===== src/rtl/dport_scramble_if.sv =====
// dport_scramble_if: symbol, K-flag and mode bundle between the framing stage and the scrambler.
interface dport_scramble_if;
    logic [15:0] dpdat0;
    logic [15:0] dpdat1;
    logic [1:0]  dpisk0;
    logic [1:0]  dpisk1;
    logic        scramble_en;
    logic        train;
    logic [15:0] scrdat0;
    logic [15:0] scrdat1;
    logic [1:0]  scrisk0;
    logic [1:0]  scrisk1;
    modport master (
        output dpdat0, dpdat1, dpisk0, dpisk1, scramble_en, train,
        input  scrdat0, scrdat1, scrisk0, scrisk1
    );
    modport slave (
        input  dpdat0, dpdat1, dpisk0, dpisk1, scramble_en, train,
        output scrdat0, scrdat1, scrisk0, scrisk1
    );
endinterface


===== src/rtl/dport_scramble.sv =====
// dport_scramble: two-lane DisplayPort data scrambler, 2 symbols/lane/clock, every SRPERIOD-th BS becomes SR.
module dport_scramble #(
    parameter logic [15:0] SEED     = 16'hFFFF,
    parameter int          SRPERIOD = 512
) (
    input logic             dpclk,
    input logic             reset,
    dport_scramble_if.slave bus
);
    localparam logic [7:0] SYM_BS = 8'hBC;
    localparam logic [7:0] SYM_SR = 8'h1C;
    localparam int CW = (SRPERIOD > 1) ? $clog2(SRPERIOD) : 1;
    localparam logic [CW-1:0] LAST = CW'(SRPERIOD - 1);

    logic [15:0]   r_lfsr;
    logic [15:0]   w_lfsr;
    logic [CW-1:0] r_bscnt;
    logic [CW-1:0] w_bscnt;
    logic [15:0]   r_dat0;
    logic [15:0]   r_dat1;
    logic [1:0]    r_isk0;
    logic [1:0]    r_isk1;
    logic [15:0]   w_dat0;
    logic [15:0]   w_dat1;
    logic [7:0]    w_ks;
    logic [7:0]    w_b0;
    logic [7:0]    w_b1;
    logic          w_bs0;
    logic          w_rep;

    // Lane 0 owns the BS/SR decision at each position; lane 1 only follows it when it also carries BS.
    always_comb begin
        w_lfsr  = r_lfsr;
        w_bscnt = r_bscnt;
        w_dat0  = bus.dpdat0;
        w_dat1  = bus.dpdat1;
        w_ks    = '0;
        w_b0    = '0;
        w_b1    = '0;
        w_bs0   = 1'b0;
        w_rep   = 1'b0;
        for (int p = 0; p < 2; p++) begin
            for (int i = 0; i < 8; i++) begin
                w_ks[i] = w_lfsr[15];
                w_lfsr  = {w_lfsr[14:0], 1'b0} ^ (w_lfsr[15] ? 16'h0039 : 16'h0000);
            end
            w_b0  = bus.dpdat0[8*p +: 8];
            w_b1  = bus.dpdat1[8*p +: 8];
            w_bs0 = bus.dpisk0[p] && (w_b0 == SYM_BS);
            w_rep = w_bs0 && (w_bscnt == LAST);
            if (w_bs0)
                w_bscnt = w_rep ? '0 : w_bscnt + 1'b1;
            if (w_rep || (bus.dpisk0[p] && (w_b0 == SYM_SR)))
                w_lfsr = SEED;
            w_dat0[8*p +: 8] = w_rep ? SYM_SR :
                               (bus.dpisk0[p] || !bus.scramble_en) ? w_b0 : w_b0 ^ w_ks;
            w_dat1[8*p +: 8] = (w_rep && bus.dpisk1[p] && (w_b1 == SYM_BS)) ? SYM_SR :
                               (bus.dpisk1[p] || !bus.scramble_en) ? w_b1 : w_b1 ^ w_ks;
        end
    end

    always_ff @(posedge dpclk) begin
        if (reset) begin
            r_dat0  <= '0;
            r_dat1  <= '0;
            r_isk0  <= '0;
            r_isk1  <= '0;
            r_lfsr  <= SEED;
            r_bscnt <= '0;
        end else if (bus.train) begin
            r_dat0  <= bus.dpdat0;
            r_dat1  <= bus.dpdat1;
            r_isk0  <= bus.dpisk0;
            r_isk1  <= bus.dpisk1;
            r_lfsr  <= SEED;
            r_bscnt <= '0;
        end else begin
            r_dat0  <= w_dat0;
            r_dat1  <= w_dat1;
            r_isk0  <= bus.dpisk0;
            r_isk1  <= bus.dpisk1;
            r_lfsr  <= w_lfsr;
            r_bscnt <= w_bscnt;
        end
    end

    assign bus.scrdat0 = r_dat0;
    assign bus.scrdat1 = r_dat1;
    assign bus.scrisk0 = r_isk0;
    assign bus.scrisk1 = r_isk1;
endmodule

===== src/flat_wrapper.sv =====
// flat-port wrapper written by rule: the top's interface ports become plain ports
module dport_scramble_flat 
#(
    parameter logic [15:0] SEED     = 16'hFFFF,
    parameter int          SRPERIOD = 512
)
  (dpclk, reset, bus_dpdat0, bus_dpdat1, bus_dpisk0, bus_dpisk1, bus_scramble_en, bus_train, bus_scrdat0, bus_scrdat1, bus_scrisk0, bus_scrisk1);
  dport_scramble_if bus_i ();
  input logic dpclk;
  input logic reset;
  input wire logic [$bits(bus_i.dpdat0)-1:0] bus_dpdat0;
  input wire logic [$bits(bus_i.dpdat1)-1:0] bus_dpdat1;
  input wire logic [$bits(bus_i.dpisk0)-1:0] bus_dpisk0;
  input wire logic [$bits(bus_i.dpisk1)-1:0] bus_dpisk1;
  input wire logic [$bits(bus_i.scramble_en)-1:0] bus_scramble_en;
  input wire logic [$bits(bus_i.train)-1:0] bus_train;
  output wire logic [$bits(bus_i.scrdat0)-1:0] bus_scrdat0;
  output wire logic [$bits(bus_i.scrdat1)-1:0] bus_scrdat1;
  output wire logic [$bits(bus_i.scrisk0)-1:0] bus_scrisk0;
  output wire logic [$bits(bus_i.scrisk1)-1:0] bus_scrisk1;
  assign bus_i.dpdat0 = bus_dpdat0;
  assign bus_i.dpdat1 = bus_dpdat1;
  assign bus_i.dpisk0 = bus_dpisk0;
  assign bus_i.dpisk1 = bus_dpisk1;
  assign bus_i.scramble_en = bus_scramble_en;
  assign bus_i.train = bus_train;
  assign bus_scrdat0 = bus_i.scrdat0;
  assign bus_scrdat1 = bus_i.scrdat1;
  assign bus_scrisk0 = bus_i.scrisk0;
  assign bus_scrisk1 = bus_i.scrisk1;
  dport_scramble #(.SEED(SEED), .SRPERIOD(SRPERIOD)) u_core (.dpclk(dpclk), .reset(reset), .bus(bus_i));
endmodule

===== config.mk =====
export PLATFORM = sky130hd
export DESIGN_NAME = dport_scramble_flat
export DESIGN_NICKNAME = d
export VERILOG_FILES = /design/src/rtl/dport_scramble_if.sv /design/src/rtl/dport_scramble.sv /design/src/flat_wrapper.sv
export SDC_FILE = /design/constraint.sdc
export NUM_CORES = 1
export LEC_CHECK = 0
export BUFFER_PORTS_ARGS = -buffer_cell sky130_fd_sc_hd__buf_2
export CORE_AREA = 2 2 104 106
export CTS_CLUSTER_SIZE = 25
export DETAILED_ROUTE_END_ITERATION = 7
export DIE_AREA = 0 0 106 108
export GPL_TIMING_DRIVEN = 1
export SYNTH_ARGS = -nofsm -noshare
export SYNTH_HDL_FRONTEND = slang
export SYNTH_SLANG_ARGS = --single-unit

===== constraint.sdc =====
create_clock -name dpclk -period 3.75 [get_ports dpclk]
set_input_delay 0.5625 -clock dpclk [delete_from_list [all_inputs] [get_ports dpclk]]
set_output_delay 0.5625 -clock dpclk [all_outputs]
set_load 0.02 [all_outputs]

==> impl_results.md, run 1 <==
* Post-synth EDFFs at 0
* GRT overflow at 0
* WHS Path Cells at 2
* Worst Tran Pin Value at 593.6 ps
* R2R Path End: u_core.bus.scrdat1[8]$_SDFF_PP0_
* Reg2reg setup slack at 220 ps
* First-pass GRT wire length at 12.14 mm
* Mapped Avg Cell Area at 8.446 sq um
* Register bit total from synthesis at 61
* Vias at 2678
* Place WS at -3.996 ps
* Nets at 479
* Min Clock Period, post-route at 3534 ps
* Clock slew at reported path FFs at 80 ps
* Vias in the first global route at 2496
* Ports at 76
* Nature of the critical path startpoint: flop
* Pint at 1.539 mW
* Syn_nets at 404
* Worst R2R Start: u_core.r_bscnt[1]$_SDFF_PP0_
* Worst slew margin at 0.6043
* Endpoints failing hold at 0
* Gr usage total at 0.1358
* N_diodes at 0
* Mapped Area at 3040 sq um
* Hold Crit Endpoint: u_core.bus.scrisk0[0]$_SDFF_PP0_
* Top cell type's share of synthesized area at 0.4016
* Critical Path Sink Type: flop
* Share of cells above drive strength 1 at 0.2386
* Latest clock arrival within the worst-skew pair at 340 ps
* Type of the worst setup path: reg2reg
* R2R cell count at 13
* Clk_skew at 14.04 ps
* Initial Utilization at 0.2972
* Core region area at 10230 sq um
* Post-Syn Instances at 360
* Root Driver: clkbuf_8
* # hold bufs at CTS at 0
* Worst Min Path Start: bus_dpisk0[0]
* Flop pwr share at 0.355
* Pwr Total at 2.411 mW
* Crit path required time at 3980 ps
* FFs w/ async S/R, synth at 0
* Worst hold path class: in2reg
* Total wire length at 7.689 mm
* Max-Cap Viols at 0
* Switching share of power at 0.3616
* RSZ-0062 raised after global routing: false
* Library cells used by synthesis at 43
* HPWL after DPL at 5.881 mm
* Max VDD drop at 0.0002440 V
* Synth cell count leaders: 61 x dfxtp_1, 48 x nor2_1, 46 x nand2_1, 41 x xor2_1, 38 x xnor2_1
* Count leader, synth: dfxtp_1
* Final worst slack at 215.7 ps
* Sequential share of the synthesized area at 0.4016
* DRT iter0 DRCs at 136
* Logic pwr share at 0.374
* CTS tree: done
* Yosys top cell by area: dfxtp_1
* H-tree levels at 3
* Pwr/cell area at 631.1 nW/um^2
* Antenna Violating Nets Remaining at 0
* Ys Warns at 0
* Clk pwr share at 0.271
* Routability congestion estimate from global placement at 0.8932
* Area Growth Syn to Fin at 25.64%
* Status: finished clean
* # clock sinks at 61
* DIE AREA at 11450 sq um
* Most common flop cell mapped by yosys: dfxtp_1
* Max-slew violation count at 0
* Routed len/inst at 13.35 microns
* Die W at 106 microns
* Top post-synthesis cells by area: dfxtp_1 40%, xor2_1 12%, xnor2_1 11%
* Pre-antenna DRT Iters at 4
* P_sw at 0.8718 mW
* Initial antenna violation count at 0
* Port Buf Inserts at 75
* Period utilization at 0.9425
* CP Max Fanout at 6
* DRC violations left at 0
* Largest net degree at the start of global routing at 32
* Fmax achieved at 282.9 MHz
* Number of buffers created by CTS at 9
* Clk buf depth at 2
* Cell Rows at 37
* Die H at 108 microns
* Static Leakage at 1.510 nW
* CP arrival at 3760 ps
* Final setup violation count at 0
* Vias per Instance at 4.649
sequential cells by signal, summed over array words and instances (netlist names):
name	cells
u_core.bus.scrdat1	16
u_core.bus.scrisk0	2
u_core.r_bscnt	9
u_core.bus.scrisk1	2
u_core.bus.scrdat0	16
u_core.r_lfsr	16
worst max-delay path, stage by stage (launching register included):
cell and delay [ps]:
dfxtp_1 360, ha_1 270, nand2_1 90, nor2_1 60
ha_1 270, or4_4 610, or3_1 390, a211o_1 370
nor3_2 200, ha_1 210, nand2_1 60, nor2_1 190
a41o_1 270, nor2_1 70
cell usage in the layout (no fill, tap or decap), types with 7 or more instances in the layout:
master / netlist / final
xor2_1: 41 / 41
nand2b_1: 7 / 7
buf_2: 1 / 75
xnor2_1: 38 / 38
nand2_1: 46 / 46
dfxtp_1: 61 / 61
nor2_1: 48 / 48
nor3_1: 8 / 7
clkbuf_8: 0 / 9
o21ai_0: 21 / 21
buf_4: 0 / 7
nand3_1: 7 / 7
routing by layer:
| metal | GRT usage | share of wire | wire [microns] |
|---|---|---|---|
| met4 | 0.06203 | 0.028 | 214 |
| met1 | 0.1676 | 0.45 | 3447 |
| met3 | 0.03858 | 0.050 | 387 |
| met2 | 0.2207 | 0.47 | 3639 |
| met5 | 0 | 0 | 0 |
stage by stage:
stage	TNS, ps	util	hold slack, ps	cell area (sq um)	instances
after floorplan	0	-	585.5	3040	360
after global placement	0	0.3489	618.0	3570	560
after detailed placement	-3.996	0.3489	630.5	3570	560
after CTS	0	0.3706	451.9	3791	576
after global routing	0	0.3734	451.1	3820	576
final	0	0.3734	462.2	3820	576
repair_timing:
action / in CTS / in global routing
setup buffers: 0 / 0
resized for setup: 0 / 5
setup endpoints to repair: 0 / 15
how the worst max path moves through the flow:
stage,from,end,slack (ps),cells past startpoint
after floorplan,u_core.r_bscnt[0]$_SDFF_PP0_,u_core.r_lfsr[13]$_SDFF_PP1_,270,16
after global placement,bus_dpdat0[0],u_core.r_bscnt[7]$_SDFF_PP0_,100,12
after detailed placement,bus_dpdat0[6],u_core.r_lfsr[13]$_SDFF_PP1_,-4,14
after CTS,u_core.r_bscnt[1]$_SDFF_PP0_,u_core.r_bscnt[7]$_SDFF_PP0_,80,14
after global routing,u_core.r_bscnt[1]$_SDFF_PP0_,u_core.bus.scrdat1[13]$_SDFF_PP0_,10,13
final,u_core.r_bscnt[1]$_SDFF_PP0_,u_core.bus.scrdat1[8]$_SDFF_PP0_,220,13
cell families after synthesis:
| family | share of synthesized area |
|---|---|
| AOI/OAI and AO/OA | 0.09342 |
| xor gates and xnor gates | 0.2276 |
| adders and majority gates | 0.01646 |
| buffers and inverters | 0.02510 |
| DFF | 0.4016 |
| and+or+nand+nor | 0.2358 |
cell type report:
| cell class | instances | area, sq um |
|---|---|---|
| fill | 1030 | 6411 |
| sequential | 61 | 1221 |
| inverter | 2 | 7.507 |
| timing repair buffer | 82 | 427.9 |
| tap | 136 | 170.2 |
| clock buffer | 9 | 123.9 |
| clock inverter | 7 | 97.59 |
| multi-input combinational | 279 | 1772 |
power by group through the flow:
stage | clock [mW] | combinational [mW] | sequential [mW]
after detailed placement | 0 | 0.894 | 0.869
final | 0.654 | 0.902 | 0.855
after floorplan | 0 | 0.717 | 0.847
after global placement | 0 | 0.883 | 0.867
after CTS | 0.670 | 0.899 | 0.854
after global routing | 0.702 | 0.996 | 0.869
Power figures use the tool's default switching activity.
==> run 2, diff against run 1 <==
--- a/config.mk
+++ b/config.mk
@@ -6,10 +6,10 @@
 export NUM_CORES = 1
 export LEC_CHECK = 0
 export BUFFER_PORTS_ARGS = -buffer_cell sky130_fd_sc_hd__buf_2
-export CORE_AREA = 2 2 104 106
+export CORE_AREA = 5 5 107 109
 export CTS_CLUSTER_SIZE = 25
 export DETAILED_ROUTE_END_ITERATION = 7
-export DIE_AREA = 0 0 106 108
+export DIE_AREA = 0 0 112 114
 export GPL_TIMING_DRIVEN = 1
 export SYNTH_ARGS = -nofsm -noshare
 export SYNTH_HDL_FRONTEND = slang
==> impl_results.md, run 2 (synthesized netlist as in run 1, its figures left out) <==
* Area Growth Syn to Fin at 25.02%
* Total wire length at 7.903 mm
* Core region area at 10510 sq um
* Nature of the critical path startpoint: flop
* Initial antenna violation count at 0
* First-pass GRT wire length at 13.34 mm
* Cell Rows at 38
* Pwr/cell area at 623.0 nW/um^2
* HPWL after DPL at 6.218 mm
* Initial Utilization at 0.2894
* Gr usage total at 0.1313
* Fillers at 1093
* Routability congestion estimate from global placement at 0.8420
* Fmax achieved at 287.7 MHz
* Worst slew margin at 0.6284
* Largest net degree at the start of global routing at 32
* Min Clock Period, post-route at 3476 ps
* Critical Path Sink Type: flop
* Post-Layout Cell Count at 581
* Commonest non-fill, non-tap cell in the layout: buf_2
* Clk buf depth at 2
* Number of buffers created by CTS at 9
* Top Layer Used: met4
* Type of the worst setup path: reg2reg
* Worst hold path class: in2reg
* DP Cell Count at 564
* RSZ-0062 raised after global routing: false
* Pwr Total at 2.368 mW
* Vias in the first global route at 2755
* Clk_skew at 14.17 ps
* N_diodes at 0
* CTS tree: done
* Root Driver: clkbuf_8
* Die H at 114 microns
* # hold bufs at CTS at 0
* Static Leakage at 1.510 nW
* WL met3 at 332 microns
* Pint at 1.524 mW
* Worst Tran Pin Value at 557.5 ps
* Max-slew violation count at 0
* Share of cells above drive strength 1 at 0.2313
* Status: finished clean
* Vias at 2640
* Logic pwr share at 0.379
* Latest clock arrival within the worst-skew pair at 350 ps
* Die W at 112 microns
* Crit path required time at 4030 ps
* Period utilization at 0.9269
* Met2 wire len at 3.867 mm
* Antenna Violating Nets Remaining at 0
* Final setup violation count at 0
* Pre-antenna DRT Iters at 4
* # clock sinks at 61
* CP arrival at 3760 ps
* DIE AREA at 12770 sq um
* DRT iter0 DRCs at 85
* CP Max Fanout at 8
* DRC violations left at 0
* Max VDD drop at 0.0002945 V
* GRT overflow at 0
* Flop pwr share at 0.361
* Metal1 wirelength at 3.579 mm
* Routed len/inst at 13.60 microns
* P_sw at 0.8441 mW
* H-tree levels at 3
* Switching share of power at 0.3564
* Vias per Instance at 4.544
* Max-Cap Viols at 0
* Clk pwr share at 0.260
* Nets at 480
* Post-route setup TNS at 0 ps
* Commonest non-fill, non-tap cells in the layout: 75 x buf_2, 61 x dfxtp_1, 48 x nor2_1, 46 x nand2_1, 41 x xor2_1
* Clock slew at reported path FFs at 70 ps
* Ports at 76
* Endpoints failing hold at 0
* Port Buf Inserts at 75
==> run 2: critical path: stages (launching register included) <==
cell and delay, ps:
dfxtp_1 430, and3_1 270, nand2_1 70, nor2_1 120, ha_1 180, buf_4 150
nor2_1 50, o41ai_1 280, o31a_1 270, a211o_1 190, nor3_1 70, ha_1 270
a211o_1 370, nand3b_1 190, or4_1 410, nand2_1 80
==> run 2: final timing paths <==
check                                             startpoint                               end  slack [ps]  cells past startpoint
worst max-delay path            u_core.r_bscnt[3]$_SDFF_PP0_      u_core.r_bscnt[7]$_SDFF_PP0_         270                     15
worst max register to register  u_core.r_bscnt[3]$_SDFF_PP0_      u_core.r_bscnt[7]$_SDFF_PP0_         270                     15
worst min register to register   u_core.r_lfsr[8]$_SDFF_PP1_  u_core.bus.scrdat0[7]$_SDFF_PP0_         630                      3
worst min-delay path                           bus_dpisk0[1]  u_core.bus.scrisk0[1]$_SDFF_PP0_         460                      2
==> run 2: metrics by stage <==
stage,setup slack (ps),instance area [sq um],hold WS (ps),util
floorplan,265.4,3040,585.5,-
global placement,269.1,3575,618.7,0.3402
CTS,242.4,3786,451.0,0.3603
detailed placement,227.6,3575,635.5,0.3402
finish,274.2,3801,464.7,0.3618
global route,18.63,3801,456.8,0.3618
==> run 2: metal layers <==
| layer | vias up | global-route usage |
|---|---|---|
| met5 | - | 0 |
| met4 | 0 | 0.04647 |
| met3 | 10 | 0.03554 |
| met2 | 60 | 0.2230 |
| met1 | 1224 | 0.1607 |
| li1 | 1346 | - |
==> run 2: area by class of cell <==
cell class                      instances  area, sq um  share of cell area
Multi-Input combinational cell        279         1750              0.4605
Sequential cell                        61         1221              0.3213
Timing Repair Buffer                   83        435.4              0.1145
Tap cell                              140        175.2             0.04608
Clock buffer                           13        168.9             0.04444
Clock inverter                          3        42.54             0.01119
Inverter                                2        7.507            0.001975
==> run 2: power groups by stage <==
stage               Sequential [mW]  Combinational, mW  Clock (mW)
finish                        0.856              0.897       0.615
global route                  0.870               1.00       0.661
CTS                           0.860              0.901       0.631
detailed placement            0.872              0.895           0
global placement              0.872              0.885           0
floorplan                     0.847              0.717           0
==> run 2: repair_timing <==
| item | in CTS | in global routing |
|---|---|---|
| resized for setup | 0 | 1 |
| setup buffers | 0 | 1 |
| endpoints found under the setup margin | 0 | 2 |
==> run 3, diff against run 2 <==
--- a/config.mk
+++ b/config.mk
@@ -10,7 +10,9 @@
 export CTS_CLUSTER_SIZE = 25
 export DETAILED_ROUTE_END_ITERATION = 7
 export DIE_AREA = 0 0 112 114
+export GPL_ROUTABILITY_DRIVEN = 0
 export GPL_TIMING_DRIVEN = 1
+export REMOVE_ABC_BUFFERS = 1
 export SYNTH_ARGS = -nofsm -noshare
 export SYNTH_HDL_FRONTEND = slang
 export SYNTH_SLANG_ARGS = --single-unit
==> impl_results.md, run 3 (synthesized netlist as in run 1, its figures left out) <==
* H-tree levels at 3
* Max VDD drop at 0.0002434 V
* DRC violations left at 0
* Commonest non-fill, non-tap cell in the layout: buf_2
* Clk buf depth at 2
* WHS Path Cells at 2
* Gr usage total at 0.1204
* Pre-antenna DRT Iters at 4
* Latest clock arrival within the worst-skew pair at 350 ps
* # hold bufs at CTS at 0
* Core region area at 10510 sq um
* Fmax achieved at 283.2 MHz
* Total wire length at 7.694 mm
* Worst Min Path Start: bus_dpisk0[0]
* RSZ-0062 raised after global routing: false
* Root Driver: clkbuf_8
* Final setup violation count at 0
* GRT overflow at 0
* Number of buffers created by CTS at 9
* Clk_skew at 13.44 ps
* Worst R2R Start: u_core.r_bscnt[3]$_SDFF_PP0_
* R2R Path End: u_core.bus.scrdat1[8]$_SDFF_PP0_
* Type of the worst setup path: reg2reg
* CP max stage cell: or4_4
* # clock sinks at 61
* Port Buf Inserts at 75
* Slowest stage delay, CP at 600 ps
* Status: finished clean
* CP arrival at 3760 ps
* Endpoints failing hold at 0
* CP Max Fanout at 9
* Worst slew margin at 0.5136
* Share of cells above drive strength 1 at 0.2346
* Area Growth Syn to Fin at 23.99%
* Vias in the first global route at 2592
* Worst hold path class: in2reg
* Initial Utilization at 0.2894
* Nature of the critical path startpoint: flop
* Largest net degree at the start of global routing at 32
* DIE AREA at 12770 sq um
* N_diodes at 0
* Antenna Violating Nets Remaining at 0
* Die W at 112 microns
* Max-slew violation count at 0
* Hold Crit Endpoint: u_core.bus.scrisk0[0]$_SDFF_PP0_
* Nets at 478
* First-pass GRT wire length at 12.14 mm
* Initial antenna violation count at 0
* Pwr/cell area at 602.6 nW/um^2
* Critical Path Sink Type: flop
* DRT iter0 DRCs at 73
* Vias at 2601
* Postcts setup bufs at 0
* Clock slew at reported path FFs at 70 ps
* Post-route setup TNS at 0 ps
* Fin util at 0.3588
* CP Cell Sequence: and3_1 > nand2_1 > nor2_1 > ha_2 > or4_4 > or3_1 > a211o_1 > nor3_1 > ha_1 > buf_4 > nand2_1 > nor2_2 > a41o_1 > nor2_1
* Reg2reg setup slack at 220 ps
* CTS tree: done
* Cells resized by post-CTS repair at 0
* Static Leakage at 1.476 nW
* Cell Rows at 38
* Vias per Instance at 4.492
* Max-Cap Viols at 0
* Crit path required time at 3980 ps
* Die H at 114 microns
* Worst Tran Pin Value at 728.3 ps
* Ports at 76
* Period utilization at 0.9417
* R2R cell count at 14
* Min Clock Period, post-route at 3531 ps
* Commonest non-fill, non-tap cells in the layout: 75 x buf_2, 61 x dfxtp_1, 47 x nor2_1, 46 x nand2_1, 41 x xor2_1
* Routed len/inst at 13.29 microns
* Critical path buffers and inverters at 1
* HPWL after DPL at 5.953 mm
* Family with the most delay on the worst path: simple AND/OR/NAND/NOR gates
==> run 3: layer usage <==
| metal | GRT usage | part of all wire |
|---|---|---|
| met1 | 0.1311 | 0.42 |
| met2 | 0.2098 | 0.51 |
| met3 | 0.03660 | 0.037 |
| met4 | 0.06571 | 0.030 |
| met5 | 0 | 0 |
==> run 3: layout make-up <==
cell class                 count  area (sq um)
clock buffer                  15         166.4
fill                        1069          6738
clock inverter                 1         5.005
inverter                       2         7.507
multi-input combinational    279          1774
sequential                    61          1221
timing repair buffer          81         420.4
tap                          140         175.2
==> run 3: how the worst max path moves through the flow <==
stage                                      start                               end  slack, ps  cells past startpoint
detailed placement  u_core.r_bscnt[0]$_SDFF_PP0_  u_core.bus.scrdat1[8]$_SDFF_PP0_         80                     14
finish              u_core.r_bscnt[3]$_SDFF_PP0_  u_core.bus.scrdat1[8]$_SDFF_PP0_        220                     14
CTS                 u_core.r_bscnt[0]$_SDFF_PP0_  u_core.bus.scrdat1[8]$_SDFF_PP0_         50                     14
global route        u_core.r_bscnt[2]$_SDFF_PP0_      u_core.r_lfsr[13]$_SDFF_PP1_         10                     15
global placement    u_core.r_bscnt[0]$_SDFF_PP0_  u_core.bus.scrdat1[8]$_SDFF_PP0_         90                     14
floorplan                          bus_dpdat0[0]      u_core.r_lfsr[13]$_SDFF_PP1_        310                     13
==> run 3: stage by stage <==
| stage | total power [mW] | setup slack (ps) | cells | area, sq um | hold slack (ps) |
|---|---|---|---|---|---|
| after floorplan | 1.543 | 311.6 | 342 | 2972 | 572.2 |
| after global placement | 1.749 | 85.97 | 563 | 3572 | 617.3 |
| final | 2.272 | 218.7 | 579 | 3770 | 464.3 |
| after global routing | 2.417 | 9.532 | 579 | 3770 | 466.1 |
| after detailed placement | 1.765 | 79.76 | 563 | 3572 | 642.6 |
| after CTS | 2.296 | 51.13 | 579 | 3744 | 449.9 |
==> run 3: power by group <==
group,leakage [nW],switching [mW],total [mW],internal (mW)
Combinational,0.884,0.482,0.896,0.414
Clock,0.0877,0.245,0.521,0.276
Sequential,0.505,0.105,0.855,0.750
Total,1.48,0.832,2.27,1.44
